## src/rtl/bitwise_pkg.sv

```systemverilog
// rtl/bitwise_pkg.sv - shared opcode/state types and the 1-bit logic function
// Purpose: opcode and FSM state encodings plus bit_op(), the single-bit
//   reference of the eight logic operations. The parallel unit's bench model
//   uses bit_op() too, so both units agree on the opcode encoding.
// Ports: none (package).
package bitwise_pkg;

   typedef enum logic [2:0] {
      OP_AND  = 3'd0,
      OP_OR   = 3'd1,
      OP_XOR  = 3'd2,
      OP_XNOR = 3'd3,
      OP_NOT  = 3'd4,
      OP_NAND = 3'd5,
      OP_NOR  = 3'd6,
      OP_PASS = 3'd7
   } op_e;

   typedef enum logic [1:0] {
      S_IDLE = 2'd0,
      S_BUSY = 2'd1,
      S_DONE = 2'd2
   } state_e;

   function automatic logic bit_op(op_e op, logic a, logic b);
      logic y;
      y = 1'b0;
      case (op)
         OP_AND:  y = a & b;
         OP_OR:   y = a | b;
         OP_XOR:  y = a ^ b;
         OP_XNOR: y = ~(a ^ b);
         OP_NOT:  y = ~a;
         OP_NAND: y = ~(a & b);
         OP_NOR:  y = ~(a | b);
         OP_PASS: y = a;
         default: y = 1'b0;
      endcase
      return y;
   endfunction

endpackage

```

## src/rtl/bitwise_bit_cell.sv

```systemverilog
// rtl/bitwise_bit_cell.sv - combinational 1-bit logic-op evaluator
// Purpose: evaluates the selected opcode on one bit pair.
// Ports:
//   op  in  op_e  opcode
//   a   in  1     operand A bit
//   b   in  1     operand B bit
//   y   out 1     result bit
module bitwise_bit_cell
   import bitwise_pkg::*;
(
   input  op_e  op,
   input  logic a,
   input  logic b,
   output logic y
);

   assign y = bit_op(op, a, b);

endmodule

```

## src/rtl/bitwise_serial_alu.sv

```systemverilog
// rtl/bitwise_serial_alu.sv - bit-serial 8-op logic unit with valid/ready handshakes
// Purpose: accepts one operand pair + opcode, evaluates one bit per clock
//   LSB first over WIDTH cycles, then presents the whole word until the sink
//   takes it. Optional macro BITWISE_PARITY_EN adds a registered even-parity
//   output aligned with y_out.
// Ports:
//   clk        in   1      clock, rising edge
//   rst        in   1      synchronous active-high reset
//   a_in       in   WIDTH  operand A, sampled on accept
//   b_in       in   WIDTH  operand B, sampled on accept
//   op_in      in   3      opcode, sampled on accept
//   valid_in   in   1      operand request valid
//   ready_out  out  1      high while idle
//   y_out      out  WIDTH  result word, stable while valid_out
//   valid_out  out  1      result valid
//   ready_in   in   1      sink accepts result
//   parity_out out  1      ^y_out (BITWISE_PARITY_EN only)
module bitwise_serial_alu
   import bitwise_pkg::*;
#(
   parameter  int WIDTH = 8,
   localparam int CNT_W = $clog2(WIDTH)
) (
   input  logic             clk,
   input  logic             rst,
   input  logic [WIDTH-1:0] a_in,
   input  logic [WIDTH-1:0] b_in,
   input  logic [2:0]       op_in,
   input  logic             valid_in,
   output logic             ready_out,
   output logic [WIDTH-1:0] y_out,
   output logic             valid_out,
   input  logic             ready_in
`ifdef BITWISE_PARITY_EN
   ,
   output logic             parity_out
`endif
);

   localparam logic [1:0] ST_IDLE = S_IDLE;
   localparam logic [1:0] ST_BUSY = S_BUSY;
   localparam logic [1:0] ST_DONE = S_DONE;
   localparam logic [CNT_W-1:0] CNT_LAST = CNT_W'(WIDTH - 1);

   logic [1:0]       state_q, state_d;
   logic [CNT_W-1:0] cnt_q, cnt_d;
   logic [WIDTH-1:0] a_sh_q, a_sh_d;
   logic [WIDTH-1:0] b_sh_q, b_sh_d;
   logic [WIDTH-1:0] res_q, res_d;
   logic [WIDTH-1:0] y_q, y_d;
   op_e              op_q, op_d;
   logic             bit_y;
   logic             finish;

   bitwise_bit_cell u_cell (
      .op (op_q),
      .a  (a_sh_q[0]),
      .b  (b_sh_q[0]),
      .y  (bit_y)
   );

   always_comb begin
      state_d = state_q;
      cnt_d   = cnt_q;
      a_sh_d  = a_sh_q;
      b_sh_d  = b_sh_q;
      res_d   = res_q;
      y_d     = y_q;
      op_d    = op_q;
      finish  = 1'b0;
      case (state_q)
         ST_IDLE: begin
            if (valid_in) begin
               a_sh_d  = a_in;
               b_sh_d  = b_in;
               op_d    = op_e'(op_in);
               cnt_d   = '0;
               state_d = ST_BUSY;
            end
         end
         ST_BUSY: begin
            a_sh_d = a_sh_q >> 1;
            b_sh_d = b_sh_q >> 1;
            // LSB-first results enter at the MSB so the word is aligned after WIDTH shifts
            res_d  = {bit_y, res_q[WIDTH-1:1]};
            cnt_d  = cnt_q + 1'b1;
            if (cnt_q == CNT_LAST) begin
               finish  = 1'b1;
               y_d     = res_d;
               cnt_d   = '0;
               state_d = ST_DONE;
            end
         end
         ST_DONE: begin
            // a request arriving on the drain edge waits for the idle cycle
            if (ready_in) begin
               state_d = ST_IDLE;
            end
         end
         default: state_d = ST_IDLE;
      endcase
   end

   always_ff @(posedge clk) begin
      if (rst) begin
         state_q <= ST_IDLE;
         cnt_q   <= '0;
         a_sh_q  <= '0;
         b_sh_q  <= '0;
         res_q   <= '0;
         y_q     <= '0;
         op_q    <= OP_AND;
      end else begin
         state_q <= state_d;
         cnt_q   <= cnt_d;
         a_sh_q  <= a_sh_d;
         b_sh_q  <= b_sh_d;
         res_q   <= res_d;
         y_q     <= y_d;
         op_q    <= op_d;
      end
   end

`ifdef BITWISE_PARITY_EN
   logic parity_q, parity_d;

   always_comb begin
      parity_d = parity_q;
      if (finish) begin
         parity_d = ^y_d;
      end
   end

   always_ff @(posedge clk) begin
      if (rst) begin
         parity_q <= 1'b0;
      end else begin
         parity_q <= parity_d;
      end
   end

   assign parity_out = parity_q;
`else
   logic unused_finish;
   assign unused_finish = finish;
`endif

   assign ready_out = (state_q == ST_IDLE);
   assign valid_out = (state_q == ST_DONE);
   assign y_out     = y_q;

endmodule
```

## config.mk

```make
export PLATFORM = sky130hd
export DESIGN_NAME = bitwise_serial_alu
export DESIGN_NICKNAME = d
export VERILOG_FILES = /design/src/rtl/bitwise_pkg.sv /design/src/rtl/bitwise_bit_cell.sv /design/src/rtl/bitwise_serial_alu.sv
export SDC_FILE = /design/constraint.sdc
export NUM_CORES = 1
export LEC_CHECK = 0
export CORE_MARGIN = 1
export CORE_UTILIZATION = 46
export DETAILED_ROUTE_END_ITERATION = 12
export GPL_ROUTABILITY_DRIVEN = 0
export PLACE_DENSITY = 0.79
export SETUP_SLACK_MARGIN = 0.2
export SLEW_MARGIN = 20
export SYNTH_ARGS = -nofsm -noshare
export SYNTH_HDL_FRONTEND = slang
export SYNTH_SLANG_ARGS = --single-unit
export TNS_END_PERCENT = 30
```

## constraint.sdc

```tcl
create_clock -name clk -period 3.8 [get_ports clk]
set_input_delay 0.38 -clock clk [delete_from_list [all_inputs] [get_ports clk]]
set_output_delay 0.38 -clock clk [all_outputs]
set_load 0.05 [all_outputs]
```

==> impl_results.md, run 1 <==
- Worst path arrival time: about 1.8 ns
- Largest fanout on the critical path: 7
- Critical Path Max Stage Delay: 0.82 ns
- Die Y: roughly 60 microns
- CTS tree: built
- Synth cell types: 22
- Gr usage total: 19.33%
- Fin Hold WS: 0.4591 ns
- Via density: 5.111
- Number of setup buffers added after CTS: 0
- IO Count: 33
- Reg2Reg Depth: 4
- Worst hold path depth: 2
- Place WS: 1.660 ns
- #FFs+latches synth: 39
- Largest net degree at the start of global routing: 40
- Iter 0 DRT Violations: 81
- Vias: 1380
- CTS Buffer Depth: 2
- Synth top cells by count: 55 x nand2_1, 39 x dfxtp_1, 28 x nor2_1, 16 x a21oi_1, 14 x a311oi_1
- Detailed Place HPWL: 2.065 mm
- RSZ-0062 raised after global routing: false
- Synthesized netlist cell count: a little under 200
- Final net count: between 200 and 300
- Relative slew slack: around 36%
- Ant diodes: 0
- WL final: slightly above 3 mm
- Post-route DRC: 0
- Synth Flop Type: dfxtp_1
- Mapped Avg Cell Area: 8.329 sq um
- Power density over the cells: around 370 mW/mm^2
- Core area: 0.003363 sq mm
- WP depth: 2
- CP Launch Type: register
- Maximum level of the CTS H-tree: 2
- Post-synth EDFFs: 0
- Kind of critical path: reg -> out
- Pre-Repair DR Iteration Count: 4
- Cell taking the most area after synthesis: dfxtp_1
- Synth async-reset ratio: 0%
- Status: completed
- Finished Cell Area: about 0.0020 sq mm
- Net Count, Synth: 222
- Site Rows: 21
- Clk sink count: 39
- Routed length per instance: ~11 microns
- Dpl cell area: 0.001957 sq mm
- Seq/Total Area, Yosys: 48.07%
- Leakage: 0.0007417 uW
- First-pass GRT wire length: 5.216 mm
- Die area: about 0.0038 sq mm
- Clk slew on worst S/H paths: around 0.11 ns
- Crit end category: output port
- Gr ovfl total: 0
- Worst slew pin tran: 0.9611 ns
- Max Clock Skew: 0.01163 ns
- Port bufs: 32
- Initial antenna violation count: 0
- Setup TNS: 0 ns
- Slowest cell on crit path: clkdlybuf4s50_1
- Ordered cell list for the critical path: nor2b_1 -> clkdlybuf4s50_1
- Final hold violations: 0
- WP buf/inv: 1
- Clock latency on the worst-skew pair: 0.35 ns
- Chip Width: between 60 and 70 microns
- Post-cts hold buffer count: 0
- Minimum clock period: approximately 2.2 ns
- Final worst setup slack: about 1.6 ns
- Fin crit share: ~58%
- TritonCTS Buffers: 5
- Max Cap Viol: 0
- Vias in the first global route: around 1200
- Top-count cell post-synth: nand2_1
- Routed Antenna Nets: 0
- Top Family by Delay on Critical Path: buffers and inverters
- Starting density of the core: 48.29%
- Layout cell share with drive strength beyond 1: 6.250%
- Synth top area share: 48.07%
- Hold/Removal Path Class: reg -> reg
- CP required: 3.42 ns
- Layout area overhead: 23.57%
- Post-synthesis cell area: 0.001624 sq mm
- VDD IR-drop max: about 280 uV
- Clock root cell: clkbuf_4
- Yosys warning count: 0
- Resize count post-CTS: 0
- Final design utilization: around three fifths
- Final Setup Violations: 0
- Fmax: about 460 MHz
- Max Transition Viols Final: 0
- Top cells by area, synth: dfxtp_1 48%, nand2_1 13%, a311oi_1 7.6%
## layout make-up
cell class / count / area (sq um)
clock buffers: 7 / 45.04
clock inverters: 1 / 5.005
fillers: 335 / 1356
inverters: 3 / 11.26
multi-input cells: 140 / 772.0
flip-flops and latches: 39 / 780.7
well taps: 46 / 57.56
repair buffers: 34 / 335.3
## kinds of logic after synthesis
kind of cell	synth area share, %
fa+ha+maj	3.082
simple gates	22.50
buf+inv	4.391
compound gates	15.87
flops	48.07
mux	6.086
## placed cells by master (no fill, tap or decap)
cell	n
a211oi_2	2
a21oi_1	16
a22oi_1	4
a311oi_1	14
and2_1	1
buf_4	2
clkbuf_1	2
clkbuf_4	5
clkdlybuf4s50_1	32
clkinv_2	1
dfxtp_1	39
ha_1	4
inv_1	3
mux2_1	1
mux2_4	1
mux2i_1	5
mux4_2	1
nand2_1	55
nand2b_1	2
nor2_1	28
nor2_2	1
nor2b_1	2
nor3_1	2
or2_2	1
## metrics by stage
stage / total power [uW] / std cells
2_1_floorplan: 515.3 / 195
3_3_place_gp: 548.8 / 262
3_5_place_dp: 552.1 / 262
4_1_cts: 749.9 / 270
5_1_grt: 783.6 / 270
6_report: 748.6 / 270
## power breakdown
group / internal (uW) / switching, uW
sequential: 428 / 12.8
combinational: 50.4 / 50.9
clock: 72.2 / 134
total: 551 / 198
## per-layer routing
metal	track usage, %	wire length [microns]	vias up
li1	-	-	714
met1	23.76	1497	624
met2	29.66	1361	35
met3	6.933	154	7
met4	10.48	80	0
met5	0	0	-
## final timing paths
| check | start | to | slack, ns |
|---|---|---|---|
| worst max-delay path | state_q[1] | valid_out | 1.60 |
| worst min register to register | y_out[1] | y_out[1] | 0.46 |
| worst min-delay path | y_out[1] | y_out[1] | 0.46 |
| worst max register to register | state_q[1] | y_out[7] | 1.83 |
## sequential cells by signal (all words and copies together), names as in the netlist
signal   count
res_q        7
y_out        8
state_q      2
a_sh_q       8
b_sh_q       8
cnt_q        3
op_q         3
## worst min-delay path, delay by kind of cell (launching register included)
family | cells | cell delay [ns]
DFF | 1 | 0.32
AOI/OAI and AO/OA | 1 | 0.05
and+or+nand+nor | 1 | 0.05
Note: power is estimated with default switching activity, not from simulation.
==> inputs of run 2 (changes only) <==
==> constraint.sdc (replaced) <==
create_clock -name clk -period 2.15 [get_ports clk]
set_input_delay 0.215 -clock clk [delete_from_list [all_inputs] [get_ports clk]]
set_output_delay 0.215 -clock clk [all_outputs]
set_load 0.05 [all_outputs]
==> run 2 against run 1 <==
Compared with the run above:
- clock skew down 0.0072 ns
- via count is 0.65% lower
- utilization is 0.67 points higher
- combinational power grew 77%
- sequential power up 77%
- critical path type is now reg -> reg
- largest cell class unchanged
==> impl_results.md, run 2 (same netlist as run 1, synthesis figures left out) <==
- VDD IR-drop max: ~310 uV
- Clk sink count: 39
- Power density over the cells: 655.1 mW/mm^2
- Layout area overhead: 24.96%
- Kind of critical path: reg -> reg
- Cell Int Power: 999.8 uW
- Vias in the first global route: 1175
- Comb power frac: 13.5%
- Post-cts hold buffer count: 0
- Fill cell count: 315
- Layout cell share with drive strength beyond 1: 7.556%
- Largest net degree at the start of global routing: 40
- Sequential share of power: about three fifths
- Fin crit share: a little under nine tenths
- Ordered cell list for the critical path: inv_1 -> ha_1 -> mux2_1 -> mux4_2 -> a211oi_2
- Final Setup Violations: 0
- Clk slew on worst S/H paths: around 0.11 ns
- Hold/Removal Path Class: in -> reg
- Relative slew slack: 60.09%
- Clock root cell: clkbuf_4
- Gr ovfl total: 0
- Detailed Place HPWL: 2.047 mm
- Ant diodes: 0
- WL final: 2.947 mm
- Clk pwr share: 27.9%
- Core area: between 0.003 and 0.004 sq mm
- Via density: between 5 and 6
- Routed length per instance: 10.87 microns
- Maximum level of the CTS H-tree: 2
- Clock latency on the worst-skew pair: around 0.33 ns
- Max Cap Viol: 0
- Worst slew pin tran: 0.5964 ns
- CTS Buffer Depth: 2
- Status: completed
- Iter 0 DRT Violations: just under 80
- WP buf/inv: 1
- Psw: about 330 uW
- Routed Antenna Nets: 0
- Gr usage total: 18.09%
- RSZ-0062 raised after global routing: false
- Commonest non-fill, non-tap cell in the layout: nand2_1
- Die Y: 61.42 microns
- Port bufs: 32
- Hold wc startpoint: b_in[5]
- CP Launch Type: register
- Slowest cell on crit path: mux4_2
- Starting density of the core: 48.29%
- Critical Path Max Stage Delay: 0.49 ns
- Sw Share: 24.80%
- Pre-Repair DR Iteration Count: 4
- Crit end category: register
- Worst path arrival time: 2.10 ns
- Largest fanout on the critical path: 4
- Place WS: 0.3431 ns
- Final hold violations: 0
- Site Rows: 21
- Leakage: 0.0007665 uW
- CTS tree: built
- Top Family by Delay on Critical Path: multiplexers
- Die area: about 0.0038 sq mm
- Minimum clock period: 1.845 ns
- Final worst setup slack: 0.3053 ns
- Max Clock Skew: 0.004456 ns
- First-pass GRT wire length: 4.968 mm
- Setup crit start: a_sh_q[0]
- Tot Pwr: 1330 uW
- TritonCTS Buffers: 5
- Chip Width: just over 60 microns
- Reg2reg start: a_sh_q[0]
- Initial antenna violation count: 0
- CP required: approximately 2.4 ns
- Post-route DRC: 0
- Vias: between 1000 and 1500
- Fmax: 542.1 MHz
- Max Transition Viols Final: 0
- Most frequent cells in the layout: 55 x nand2_1, 39 x dfxtp_1, 30 x clkdlybuf4s50_1
- IO Count: 33
- Setup TNS: 0 ns
- Final net count: 252
run 2: changes by cell type in the layout (fill, tap and decap cells not counted):
cell / change
clkbuf_8: +1
clkdlybuf4s50_1: -2
clkbuf_1: -2
dlygate4sd2_1: +1
buf_4: +2
dlymetal6s2s_1: +1
run 2: stage by stage:
stage | instances | hold WS (ns) | util (%) | instance area, sq um
final | 271 | 0.4432 | 60.34 | 2029
after floorplan | 195 | 0.3619 | - | 1624
after global placement | 264 | 0.4423 | 58.63 | 1972
after CTS | 271 | 0.4245 | 60.27 | 2027
after detailed placement | 264 | 0.4502 | 58.63 | 1972
after global routing | 271 | 0.4272 | 60.34 | 2029
run 2: area by class of cell:
| class | count | area, sq um | share of cell area (%) |
|---|---|---|---|
| clock buffer | 6 | 51.30 | 2.528 |
| clock inverter | 1 | 5.005 | 0.2466 |
| inverter | 3 | 11.26 | 0.5549 |
| sequential | 39 | 780.7 | 38.47 |
| timing repair buffer | 36 | 351.6 | 17.32 |
| tap | 46 | 57.56 | 2.836 |
| multi-input combinational | 140 | 772.0 | 38.04 |
run 2: worst reg2reg max path, cell delays in order, from the launching register on:
cell,delay (ns)
dfxtp_1,0.39
inv_1,0.08
ha_1,0.29
mux2_1,0.30
mux4_2,0.49
a211oi_2,0.23
run 2: repair_timing:
item                                   CTS  global route
setup buffers                            0             0
gates resized for setup                  1             1
setup endpoints to repair                1             1
endpoints found under the hold margin    0             0
pin swaps                                0             0
run 2: metal layers:
| metal | wire, microns | up-vias | track usage, % | share of wire, % |
|---|---|---|---|---|
| li1 | - | 716 | - | - |
| met1 | 1377 | 615 | 22.82 | 47 |
| met2 | 1382 | 35 | 28.57 | 47 |
| met3 | 137 | 5 | 5.672 | 4.6 |
| met4 | 50 | 0 | 7.937 | 1.7 |
| met5 | 0 | - | 0 | 0 |
run 2: power groups by stage:
stage          sequential, uW  clock [uW]  combinational, uW
2_1_floorplan             789           0                121
3_3_place_gp              795           0                178
3_5_place_dp              797           0                181
4_1_cts                   780         382                181
5_1_grt                   786         422                202
6_report                  780         371                179
run 2: worst paths after layout:
check        slack (ns)  depth (start not counted)        end
max                0.31                          5   y_out[7]
min                0.44                          3  b_sh_q[5]
max reg2reg        0.31                          5   y_out[7]
min reg2reg        0.46                          2   y_out[0]
==> inputs of run 3 (changes only) <==
--- a/config.mk
+++ b/config.mk
@@ -9,6 +9,7 @@
 export CORE_UTILIZATION = 46
 export DETAILED_ROUTE_END_ITERATION = 12
 export GPL_ROUTABILITY_DRIVEN = 0
+export HOLD_SLACK_MARGIN = 0.05
 export PLACE_DENSITY = 0.79
 export SETUP_SLACK_MARGIN = 0.2
 export SLEW_MARGIN = 20
==> results of run 3 <==
Same layout as run 2: the final DEF is identical, and so are final timing and power.
